`src/rtl/pipe_ctrl_scoreboard.sv`:
```
// RV32I pipeline control: per-stage decode, RAW scoreboard, branch flush.
// Optional macro PIPE_FWD_EN: datapath forwards, only load-use stalls.
module pipe_ctrl_scoreboard #(
    parameter int STAGES   = 4,
    parameter int BR_STAGE = 1
) (
    input  logic        clk,
    input  logic        rstn,
    input  logic        ins_valid,
    input  logic [31:0] ins,
    output logic        ins_ready,
    input  logic        branch_taken,
    output logic        flush,
    output logic        illegal_ins,
    output logic [2:0]  immode,
    output logic [1:0]  a_sel,
    output logic [1:0]  b_sel,
    output logic [3:0]  alu_mode,
    output logic [1:0]  branch_cond,
    output logic [2:0]  data_mode,
    output logic        dcache_en,
    output logic        dcache_rw,
    output logic [2:0]  wbs,
    output logic        wbe,
    output logic [4:0]  wb_rd
);

    localparam logic [6:0] OP_R     = 7'b0110011;
    localparam logic [6:0] OP_I1    = 7'b0010011;
    localparam logic [6:0] OP_LD    = 7'b0000011;
    localparam logic [6:0] OP_JALR  = 7'b1100111;
    localparam logic [6:0] OP_S     = 7'b0100011;
    localparam logic [6:0] OP_B     = 7'b1100011;
    localparam logic [6:0] OP_LUI   = 7'b0110111;
    localparam logic [6:0] OP_AUIPC = 7'b0010111;
    localparam logic [6:0] OP_JAL   = 7'b1101111;
    localparam logic [6:0] OP_NOP   = 7'b0000000;
    localparam logic [6:0] OP_FENCE = 7'b0001111;
    localparam logic [6:0] OP_SYS   = 7'b1110011;

    function automatic logic legal_op(input logic [6:0] op);
        case (op)
            OP_R, OP_I1, OP_LD, OP_JALR, OP_S, OP_B,
            OP_LUI, OP_AUIPC, OP_JAL,
            OP_NOP, OP_FENCE, OP_SYS: legal_op = 1'b1;
            default:                  legal_op = 1'b0;
        endcase
    endfunction

    function automatic logic writer_op(input logic [6:0] op);
        case (op)
            OP_R, OP_I1, OP_LD, OP_JALR,
            OP_LUI, OP_AUIPC, OP_JAL: writer_op = 1'b1;
            default:                  writer_op = 1'b0;
        endcase
    endfunction

    function automatic logic rs1_op(input logic [6:0] op);
        case (op)
            OP_R, OP_I1, OP_LD, OP_JALR,
            OP_S, OP_B: rs1_op = 1'b1;
            default:    rs1_op = 1'b0;
        endcase
    endfunction

    function automatic logic rs2_op(input logic [6:0] op);
        case (op)
            OP_R, OP_S, OP_B: rs2_op = 1'b1;
            default:          rs2_op = 1'b0;
        endcase
    endfunction

    // rd of an older writer against the true sources of the incoming op
    function automatic logic src_hit(
        input logic [4:0] rd,
        input logic [6:0] op,
        input logic [4:0] rs1,
        input logic [4:0] rs2
    );
        src_hit = (rs1_op(op) && rs1 == rd) ||
                  (rs2_op(op) && rs2 == rd);
    endfunction

    logic [31:0]       ins_q [STAGES];
    logic [STAGES-1:0] v_q;
    logic              hazard;

    logic [6:0] op0, op1, op2, opw;
    logic [2:0] f3_1, f3_2, f3_w;
    logic       b30_1;
    logic [4:0] rd_w;

    // invalid stages decode as an all-zero NOP
    assign op0   = v_q[0] ? ins_q[0][6:0] : 7'd0;
    assign op1   = v_q[1] ? ins_q[1][6:0] : 7'd0;
    assign f3_1  = v_q[1] ? ins_q[1][14:12] : 3'd0;
    assign b30_1 = v_q[1] & ins_q[1][30];
    assign op2   = v_q[2] ? ins_q[2][6:0] : 7'd0;
    assign f3_2  = v_q[2] ? ins_q[2][14:12] : 3'd0;
    assign opw   = v_q[STAGES-1] ? ins_q[STAGES-1][6:0] : 7'd0;
    assign f3_w  = v_q[STAGES-1] ? ins_q[STAGES-1][14:12] : 3'd0;
    assign rd_w  = v_q[STAGES-1] ? ins_q[STAGES-1][11:7] : 5'd0;

    // RAW detection against in-flight writers (WB excluded)
    always_comb begin
        hazard = 1'b0;
`ifdef PIPE_FWD_EN
        if (v_q[0] && ins_q[0][6:0] == OP_LD &&
            ins_q[0][11:7] != 5'd0 &&
            src_hit(ins_q[0][11:7], ins[6:0],
                    ins[19:15], ins[24:20]))
            hazard = 1'b1;
`else
        for (int k = 0; k < STAGES-1; k++) begin
            if (v_q[k] && writer_op(ins_q[k][6:0]) &&
                ins_q[k][11:7] != 5'd0 &&
                src_hit(ins_q[k][11:7], ins[6:0],
                        ins[19:15], ins[24:20]))
                hazard = 1'b1;
        end
`endif
        hazard = hazard & ins_valid;
    end

    // taken control transfer in the branch stage redirects fetch
    always_comb begin
        flush = 1'b0;
        if (v_q[BR_STAGE] && branch_taken) begin
            case (ins_q[BR_STAGE][6:0])
                OP_B, OP_JALR, OP_JAL: flush = 1'b1;
                default:               flush = 1'b0;
            endcase
        end
        ins_ready   = !flush && !hazard;
        illegal_ins = ins_valid && !legal_op(ins[6:0]);
    end

    // stage advance: flush kills young stages, stall bubbles stage 0
    always_ff @(posedge clk or negedge rstn) begin
        if (!rstn) begin
            for (int k = 0; k < STAGES; k++)
                ins_q[k] <= 32'd0;
            v_q <= '0;
        end else begin
            for (int k = STAGES-1; k > 0; k--) begin
                ins_q[k] <= ins_q[k-1];
                v_q[k]   <= v_q[k-1] && !(flush && k <= BR_STAGE);
            end
            ins_q[0] <= ins;
            v_q[0]   <= ins_ready && ins_valid &&
                        legal_op(ins[6:0]);
        end
    end

    // immediate format of the incoming instruction
    always_comb begin
        case (ins[6:0])
            OP_R:                   immode = 3'd0;
            OP_I1, OP_LD, OP_JALR:  immode = 3'd1;
            OP_S:                   immode = 3'd2;
            OP_B:                   immode = 3'd3;
            OP_LUI, OP_AUIPC:       immode = 3'd4;
            OP_JAL:                 immode = 3'd5;
            default:                immode = 3'd0;
        endcase
    end

    // ID operand selects
    always_comb begin
        a_sel = 2'b00;
        b_sel = 2'b00;
        case (op0)
            OP_I1: b_sel = 2'b01;
            OP_JALR, OP_JAL: begin
                a_sel = 2'b01;
                b_sel = 2'b10;
            end
            OP_LUI: begin
                a_sel = 2'b11;
                b_sel = 2'b11;
            end
            OP_AUIPC: begin
                a_sel = 2'b01;
                b_sel = 2'b11;
            end
            default: ;
        endcase
    end

    // EX ALU op and branch condition
    always_comb begin
        alu_mode    = 4'b0000;
        branch_cond = 2'b00;
        case (op1)
            OP_R: alu_mode = {b30_1, f3_1};
            OP_I1: begin
                if (f3_1 == 3'b101)
                    alu_mode = {b30_1, f3_1};
                else
                    alu_mode = {1'b0, f3_1};
            end
            OP_B: begin
                unique case (1'b1)
                    f3_1[2:1] == 2'b10: alu_mode = 4'b0010;
                    f3_1[2:1] == 2'b11: alu_mode = 4'b0011;
                    default:            alu_mode = 4'b1000;
                endcase
                if (f3_1 == 3'b001 || f3_1 == 3'b100 ||
                    f3_1 == 3'b110)
                    branch_cond = 2'b01;
                else
                    branch_cond = 2'b10;
            end
            OP_JALR, OP_JAL: branch_cond = 2'b11;
            default: ;
        endcase
    end

    // MEM data cache control
    always_comb begin
        dcache_en = 1'b0;
        dcache_rw = 1'b0;
        data_mode = 3'b000;
        if (op2 == OP_LD) begin
            dcache_en = 1'b1;
            data_mode = f3_2;
        end else if (op2 == OP_S) begin
            dcache_en = 1'b1;
            dcache_rw = 1'b1;
            data_mode = f3_2;
        end
    end

    // WB register write
    always_comb begin
        wbe   = 1'b0;
        wbs   = 3'b000;
        wb_rd = 5'd0;
        if (writer_op(opw) && rd_w != 5'd0) begin
            wbe   = 1'b1;
            wb_rd = rd_w;
            wbs   = (opw == OP_LD) ? f3_w : 3'b011;
        end
    end

endmodule

```
`config.mk`:
```
export PLATFORM = sky130hd
export DESIGN_NAME = pipe_ctrl_scoreboard
export DESIGN_NICKNAME = d
export VERILOG_FILES = /design/src/rtl/pipe_ctrl_scoreboard.sv
export SDC_FILE = /design/constraint.sdc
export NUM_CORES = 1
export LEC_CHECK = 0
export BUFFER_PORTS_ARGS = -buffer_cell sky130_fd_sc_hd__clkbuf_2
export CORE_ASPECT_RATIO = 0.75
export CORE_UTILIZATION = 52
export CTS_CLUSTER_DIAMETER = 120
export CTS_CLUSTER_SIZE = 28
export DETAILED_ROUTE_END_ITERATION = 8
export GPL_ROUTABILITY_DRIVEN = 0
export GPL_TIMING_DRIVEN = 0
export PLACE_DENSITY = 0.8
export SYNTH_ARGS = -nofsm -noshare
export SYNTH_HDL_FRONTEND = slang
export SYNTH_SLANG_ARGS = --single-unit
```
`constraint.sdc`:
```
create_clock -name clk -period 2.07 [get_ports clk]
set_input_delay 0.414 -clock clk [delete_from_list [all_inputs] [get_ports clk]]
set_output_delay 0.414 -clock clk [all_outputs]
set_load 0.01 [all_outputs]
```
==> results of run 1 <==
where the power goes:
group	internal [mW]	switching, mW	total [mW]	leakage [nW]
Sequential	1.35	0.0591	1.41	0.776
Clock	0.579	0.419	0.998	0.0962
Combinational	0.107	0.132	0.239	0.751
area by class of cell:
| class | instances | area, um^2 |
|---|---|---|
| clock inverters | 3 | 40.0 |
| well taps | 60 | 75.1 |
| multi-input cells | 148 | 1190 |
| plain buffers | 1 | 5.00 |
| clock buffers | 12 | 145 |
| flip-flops and latches | 66 | 1650 |
| fillers | 308 | 1280 |
| inverters | 6 | 25.0 |
| repair buffers | 83 | 505 |
metrics by stage:
step	std cells	setup slack, ns	hold WS [ns]
floorplan	220	0.162	0.118
global placement	339	-0.383	0.333
detailed placement	339	-0.375	0.338
CTS	369	-0.255	0.172
global route	379	-0.340	0.174
finish	379	-0.268	0.192
cell usage in the layout, fill, tap and decap left out, types with 5 or more instances in the layout:
| cell | instances |
|---|---|
| buf_4 | 20 |
| buf_6 | 6 |
| clkbuf_2 | 43 |
| dfrtp_1 | 64 |
| xnor2_1 | 18 |
| and2_1 | 12 |
| nor2_1 | 14 |
| nand3_1 | 9 |
| xor2_1 | 11 |
| clkbuf_8 | 10 |
| nor3_1 | 6 |
| nand2_1 | 8 |
| buf_2 | 14 |
| inv_1 | 5 |
routing by layer:
metal  part of all wire  global-route usage  routed length (um)
met1               0.43               0.283                2640
met2               0.50               0.357                3070
met3              0.046              0.0465                 283
met4              0.016              0.0996                  97
met5                  0                   0                   0
cells by family after synthesis:
| logic type | count (synthesis) |
|---|---|
| simple gates | 83 |
| flops | 66 |
| compound gates | 33 |
| xor+xnor | 30 |
| buf+inv | 7 |
| mux | 1 |
how the worst max path moves through the flow:
stage,end,slack [ns],cells past startpoint
2_1_floorplan,ins_ready,0.16,6
3_3_place_gp,ins_ready,-0.38,8
3_5_place_dp,ins_ready,-0.37,8
4_1_cts,ins_ready,-0.25,7
5_1_grt,ins_ready,-0.34,7
6_report,ins_ready,-0.27,7
registers in the layout, indices dropped and copies added (netlist names):
register / cells
v_q: 4
ins_q: 62
worst max-delay path: cells and delay by family, from the launching register on:
kind                   cells  cell delay [ns]
XOR/XNOR                   1             0.23
buffers and inverters      1             0.15
flip-flops                 1             0.45
AO/OA/AOI/OAI              3             0.46
AND/OR/NAND/NOR            2             0.32
what timing repair did:
action                                  in CTS  in global routing
resized for setup                           15                 41
pin swaps                                   14                 19
buffers inserted                            14                 10
hold buffers                                 0                  0
gates cloned                                 1                  0
endpoints found under the setup margin      21                 21
hold endpoints to repair                     0                  0
==> flow_metrics.py, run 1 <==
metrics = {
    "outcome": {
        "outcome": "complete, but fails checks",
        "violations": "setup timing",
    },
    "timing": {
        "worstMarginPinSlew_ns": 0.832,
        "setup_viol": 12,
        "max_freq_mhz": 428,
        "rsz0062_at_grt": "true",
        "timing.slew.headroom": 0.445,
        "worst_slack_ns": -0.268,
        "min_period_ns": 2.34,
        "hold_viol_final": 0,
        "slew_viol_final": 0,
        "finClkSkew_ns": 0.00426,
        "tns_ns": -1.06,
        "finalCritPeriodShare": 1.13,
    },
    "cts": {
        "tritoncts": "done",
        "cts_root_buf": "clkbuf_8",
        "cts_htree_levels": 3,
        "cts_made_buffers": 9,
        "cts_num_sinks": 66,
        "clk_latency_ns": 0.32,
        "clkTransAtPathRegs_ns": 0.06,
        "ctsLongestPathBuffers": 2,
    },
    "synth": {
        "synthFlopType": "dfrtp_1",
        "synth_area_leaders": "dfrtp_1 (61%), xnor2_1 (6.2%), xor2_1 (3.6%)",
        "yosys.area_share.adder": 0,
        "synth.avg_cell_area_um2": 12.2,
        "synth_top_area_cell": "dfrtp_1",
        "syn_area_um2": 2690,
        "async_reset_ff_frac": 1.00,
        "synth_cell_types": 45,
        "synth_warnings": 0,
        "ys_ff_latch": 66,
        "synth_top_area_frac": 0.615,
        "synth_compound_gate_area_share": 0.0955,
        "yosys-top-cells-count": "dfrtp_1 (66), xnor2_1 (19), nor2_1 (15), and2_1 (12), xor2_1 (11)",
        "yosysMostFrequentCell": "dfrtp_1",
        "syn_nets": 256,
        "synthSimpleGateAreaFrac": 0.178,
        "seq_area_frac_synth": 0.615,
        "synth_top_family_by_area": "simple AND/OR/NAND/NOR gates",
        "syn_inst": 220,
        "synth_xor_area_frac": 0.0978,
        "synth_edf_count": 0,
        "synthMuxAreaShare": 0.00373,
    },
    "routing": {
        "drcViolationCount": 0,
        "drtPass1Iterations": 4,
        "drtIter0Drc": 114,
        "wl_um": 6100,
        "final_antenna_net_count": 0,
        "wl_per_cell_um": 16.1,
        "vias_per_cell": 5.56,
        "vias": 2106,
    },
    "global_routing": {
        "grt_max_degree": 67,
        "overflow": 0,
        "grt_pass1_vias": 1877,
        "gr-usage-all-layers": 0.219,
        "antenna_found_initial": 0,
        "grt_pass1_wl_um": 8810,
    },
    "floorplanning": {
        "start_util": 0.545,
        "die-area_um2": 5460,
        "core_um2": 4930,
        "io_pins": 66,
        "rows": 22,
        "die_h_um": 64.2,
        "die_w_um": 85.0,
    },
    "worst_setup_path": {
        "startpoint_type": "register",
        "end_kind": "output port",
        "crit_type": "register to output port",
        "worstReg2RegEnd": "v_q[0]",
        "critPathMaxFanout": 4,
        "critPathLaunch": "ins_q[72]",
        "arrival_ns": 1.92,
        "r2r_slack_ns": 0.29,
        "cp_slowest_stage_delay_ns": 0.45,
        "timing.rr.start": "ins_q[41]",
        "cp_cell_sequence": "xnor2_1 -> nand2_1 -> nor3_1 -> o21ai_1 -> a21oi_2 -> o22ai_1 -> buf_2",
        "cp_slowest_cell": "dfrtp_1",
        "r2r_cells": 8,
        "cp.required_ns": 1.66,
    },
    "place": {
        "port_buffers": 59,
        "placedInstanceArea_um2": 3060,
        "hpwl_um": 3630,
    },
    "min_path": {
        "worst_hold_path_type": "primary input to register",
        "hold-path-cell-count": 1,
        "hold_path_startpoint": "ins[14]",
        "min_to": "ins_q[110]",
    },
    "cells_and_area": {
        "design_area_um2": 3640,
        "area_growth_pct": 35.6,
        "antenna_cells": 0,
        "drive_gt1_frac": 0.401,
        "nets": 351,
        "post-route-util": 0.739,
    },
    "power_and_ir_drop": {
        "power_mw": 2.65,
        "peakVddDrop_v": 0.000412,
        "power.density_nw_per_um2": 728,
        "p_leak_nw": 1.62,
    },
    "flow_run": {
        "cap_viol_max_count": 0,
    },
}
Power figures use the tool's default switching activity.
==> run 2: changes to the inputs <==
Clock period 2.07 ns to 2.35 ns, I/O delays scaled along.
==> flow_metrics.py, run 2 (synthesis gave the netlist of run 1 again) <==
metrics = {
    "floorplanning": {
        "core_um2": 4930,
        "io_pins": 66,
        "rows": 22,
        "die-area_um2": 5460,
        "start_util": 0.545,
        "die_w_um": 85.0,
        "die_h_um": 64.2,
    },
    "cts": {
        "clk_latency_ns": 0.33,
        "ctsLongestPathBuffers": 2,
        "cts_made_buffers": 9,
        "tritoncts": "done",
        "cts_num_sinks": 66,
        "cts_root_buf": "clkbuf_8",
        "cts_htree_levels": 3,
        "clkTransAtPathRegs_ns": 0.06,
    },
    "global_routing": {
        "grt_pass1_vias": 1762,
        "antenna_found_initial": 0,
        "overflow": 0,
        "grt_pass1_wl_um": 8160,
        "gr-usage-all-layers": 0.203,
        "grt_max_degree": 67,
    },
    "power_and_ir_drop": {
        "power.density_nw_per_um2": 676,
        "power_mw": 2.29,
        "p_leak_nw": 1.51,
        "peakVddDrop_v": 0.000351,
    },
    "worst_setup_path": {
        "arrival_ns": 1.94,
        "startpoint_type": "register",
        "crit_type": "register to output port",
        "r2r_slack_ns": 0.68,
        "cp.required_ns": 1.88,
        "critPathMaxFanout": 3,
        "end_kind": "output port",
    },
    "timing": {
        "max_freq_mhz": 415,
        "worst_slack_ns": -0.0568,
        "setup_viol": 1,
        "finalCritPeriodShare": 1.02,
        "min_period_ns": 2.41,
        "finClkSkew_ns": 0.00308,
        "whs_ns": 0.245,
        "timing.slew.headroom": 0.457,
        "slew_viol_final": 0,
        "rsz0062_at_grt": "true",
        "worstMarginPinSlew_ns": 0.815,
        "hold_viol_final": 0,
    },
    "routing": {
        "drcViolationCount": 0,
        "vias": 1996,
        "final_antenna_net_count": 0,
        "wl_um": 5160,
        "vias_per_cell": 5.47,
        "drtIter0Drc": 112,
        "wl_per_cell_um": 14.1,
        "drtPass1Iterations": 5,
    },
    "flow_run": {
        "cap_viol_max_count": 0,
    },
    "place": {
        "port_buffers": 59,
        "dpl.cell_count": 339,
        "place_ws_ns": -0.207,
        "hpwl_um": 3630,
    },
    "outcome": {
        "outcome": "complete, but fails checks",
        "violations": "setup timing",
    },
    "cells_and_area": {
        "nets": 337,
        "post-route-util": 0.687,
        "final_cell_mix": "dfrtp_1 (66), clkbuf_2 (57), xnor2_1 (19)",
        "finalNonFillerCells": 365,
        "drive_gt1_frac": 0.321,
        "final_common_cell": "dfrtp_1",
        "antenna_cells": 0,
        "largest_register_ff_count": 62,
        "top_register": "ins_q",
        "area_growth_pct": 26.0,
        "largestRegisters": "ins_q x62, v_q x4",
    },
    "min_path": {
        "worst_hold_path_type": "primary input to register",
    },
}
## run 2: worst paths after layout
path                             from          to  cells past startpoint
max in group asynchronous        rstn    ins_q[8]                      1
min                           ins[14]  ins_q[110]                      1
min in group asynchronous        rstn  ins_q[110]                      1
max                         ins_q[40]   ins_ready                      8
min reg2reg                ins_q[108]   ins_q[76]                      0
max reg2reg                 ins_q[40]      v_q[0]                      7
## run 2: per-stage QoR
step	setup TNS (ns)	area, um^2
4_1_cts	-0.0495	3320
3_5_place_dp	-0.207	3060
5_1_grt	-0.170	3390
2_1_floorplan	0	2690
6_report	-0.0568	3390
3_3_place_gp	-0.215	3060
## run 2: per-layer routing
layer	vias to the layer above	GRT usage	share of wire
met3	7	0.0491	0.053
met1	974	0.267	0.45
met4	0	0.0911	0.0087
met5	-	0	0
li1	949	-	-
met2	66	0.322	0.48
## run 2: final cells by class
| class | instances | area, um^2 |
|---|---|---|
| clock inverter | 3 | 40.0 |
| timing repair buffer | 70 | 380 |
| tap | 60 | 75.1 |
| fill | 345 | 1540 |
| sequential | 66 | 1650 |
| buffer | 1 | 5.00 |
| multi-input combinational | 147 | 1070 |
| inverter | 6 | 22.5 |
| clock buffer | 12 | 145 |
## run 2: critical path, stage by stage, from the launching register on
cell	delay, ns
dfrtp_1	0.40
buf_4	0.15
xnor2_1	0.12
nand3_1	0.08
nor4_1	0.27
o21ai_1	0.14
a21oi_2	0.21
o22ai_1	0.10
buf_2	0.15
## run 2: repair_timing
item,in CTS,in global routing
endpoints found under the setup margin,6,13
gates resized for setup,5,7
pin swaps,5,3
setup buffers,7,4
hold buffers,0,0
endpoints found under the hold margin,0,0
## run 2: report_power, final
group	internal, mW	switching (mW)	leakage, nW
combinational	0.0797	0.0943	0.636
clock	0.510	0.361	0.0962
sequential	1.19	0.0501	0.778
==> run 3: changes to the inputs <==
Settings changed: PLACE_DENSITY 0.8 to 0.78, REMOVE_ABC_BUFFERS set to 1.
==> flow_metrics.py, run 3 (synthesis gave the netlist of run 1 again) <==
metrics = {
    "cells_and_area": {
        "largestRegisters": "ins_q x62, v_q x4",
        "largest_register_ff_count": 62,
        "area_growth_pct": 27.5,
        "final_cell_mix": "dfrtp_1 (65), clkbuf_2 (57), xnor2_1 (18)",
        "post-route-util": 0.695,
        "top_register": "ins_q",
        "drive_gt1_frac": 0.344,
        "final_common_cell": "dfrtp_1",
        "finalNonFillerCells": 365,
        "nets": 336,
        "antenna_cells": 0,
    },
    "timing": {
        "hold_viol_final": 0,
        "finalCritPeriodShare": 1.05,
        "finClkSkew_ns": 0.00310,
        "worst_slack_ns": -0.111,
        "min_period_ns": 2.46,
        "timing.slew.headroom": 0.458,
        "slew_viol_final": 0,
        "max_freq_mhz": 406,
        "worstMarginPinSlew_ns": 0.813,
        "setup_viol": 1,
        "rsz0062_at_grt": "true",
    },
    "power_and_ir_drop": {
        "p_clk_frac": 0.390,
        "power.density_nw_per_um2": 679,
        "sw_frac_of_total": 0.218,
        "power_switching_mw": 0.507,
        "p_leak_nw": 1.52,
        "power.internal_mw": 1.82,
        "combPwrFrac": 0.076,
        "seq_power_share": 0.534,
        "peakVddDrop_v": 0.000343,
    },
    "floorplanning": {
        "start_util": 0.545,
        "die_w_um": 85.0,
        "io_pins": 66,
        "die_h_um": 64.2,
        "die-area_um2": 5460,
        "core_um2": 4930,
        "rows": 22,
    },
    "worst_setup_path": {
        "cp_slowest_stage_delay_ns": 0.57,
        "startpoint_type": "register",
        "arrival_ns": 1.99,
        "timing.rr.start": "ins_q[42]",
        "critPathMaxFanout": 4,
        "crit_type": "register to output port",
        "worstReg2RegEnd": "v_q[0]",
        "cp.required_ns": 1.88,
        "cp_slowest_cell": "or4_4",
        "crit_family": "simple AND/OR/NAND/NOR gates",
        "cp_cell_sequence": "or4_4 -> nor2_4 -> a211oi_2 -> o21ai_2 -> a21oi_2 -> o22ai_1 -> buf_2",
        "r2r_slack_ns": 0.49,
        "r2r_cells": 8,
        "end_kind": "output port",
        "crit_buf_inv": 1,
    },
    "routing": {
        "drtPass1Iterations": 4,
        "vias": 1932,
        "wl_per_cell_um": 13.8,
        "wl_um": 5060,
        "drcViolationCount": 0,
        "vias_per_cell": 5.29,
        "drtIter0Drc": 119,
        "final_antenna_net_count": 0,
    },
    "cts": {
        "cts_root_buf": "clkbuf_8",
        "clk_latency_ns": 0.33,
        "ctsLongestPathBuffers": 2,
        "tritoncts": "done",
        "cts_made_buffers": 9,
        "clkTransAtPathRegs_ns": 0.06,
        "cts_htree_levels": 3,
        "cts_num_sinks": 66,
    },
    "flow_run": {
        "cap_viol_max_count": 0,
    },
    "global_routing": {
        "antenna_found_initial": 0,
        "grt_pass1_vias": 1789,
        "overflow": 0,
        "grt_pass1_wl_um": 8140,
        "grt_max_degree": 67,
        "gr-usage-all-layers": 0.201,
    },
    "min_path": {
        "worst_hold_path_type": "primary input to register",
        "hold_path_startpoint": "ins[14]",
        "hold-path-cell-count": 1,
        "min_to": "ins_q[110]",
    },
    "outcome": {
        "outcome": "complete, but fails checks",
        "violations": "setup timing",
    },
    "place": {
        "port_buffers": 59,
        "dpl.cell_count": 338,
        "hpwl_um": 3540,
    },
}
## run 3: worst max path at each step
| stage | from | to | slack, ns | depth (start not counted) |
|---|---|---|---|---|
| 2_1_floorplan | ins[3] | ins_ready | 0.33 | 6 |
| 3_3_place_gp | ins[3] | ins_ready | -0.19 | 8 |
| 3_5_place_dp | ins[3] | ins_ready | -0.22 | 8 |
| 4_1_cts | ins_q[40] | ins_ready | -0.04 | 8 |
| 5_1_grt | ins_q[68] | ins_ready | -0.18 | 7 |
| 6_report | ins_q[42] | ins_ready | -0.11 | 7 |
## run 3: what timing repair did
action	in CTS	in global routing
pin swaps	5	7
resized for setup	8	13
setup buffers	6	5
setup endpoints to repair	6	8
cloned	0	0
hold buffers	0	0
## run 3: stage by stage
step | area (um^2) | power, mW | hold slack, ns | setup TNS [ns] | setup slack [ns]
after CTS | 3340 | 2.33 | 0.233 | -0.0382 | -0.0382
after floorplan | 2680 | 1.33 | 0.174 | 0 | 0.330
after global placement | 3050 | 1.41 | 0.332 | -0.188 | -0.188
final | 3430 | 2.33 | 0.245 | -0.111 | -0.111
after detailed placement | 3050 | 1.42 | 0.337 | -0.223 | -0.223
after global routing | 3430 | 2.42 | 0.226 | -0.273 | -0.179
## run 3: layout make-up
class / instances / area [um^2]
clock buffer: 14 / 163
multi-input combinational: 147 / 1100
fill: 343 / 1500
inverter: 6 / 22.5
sequential: 66 / 1650
clock inverter: 2 / 35.0
tap: 60 / 75.1
timing repair buffer: 70 / 380
## run 3: layer usage
layer  vias to the layer above  routed length (um)  global-route usage
met1                       913                2320               0.265
li1                        950                   -                   -
met2                        62                2410               0.316
met5                         -                   0                   0
met3                         7                 242              0.0633
met4                         0                  80              0.0742
## run 3: power by group through the flow
stage	clock network, mW	registers [mW]	logic [mW]
6_report	0.908	1.24	0.177
5_1_grt	0.978	1.25	0.196
4_1_cts	0.924	1.24	0.167
3_5_place_dp	0	1.26	0.155
3_3_place_gp	0	1.26	0.151
2_1_floorplan	0	1.25	0.0789
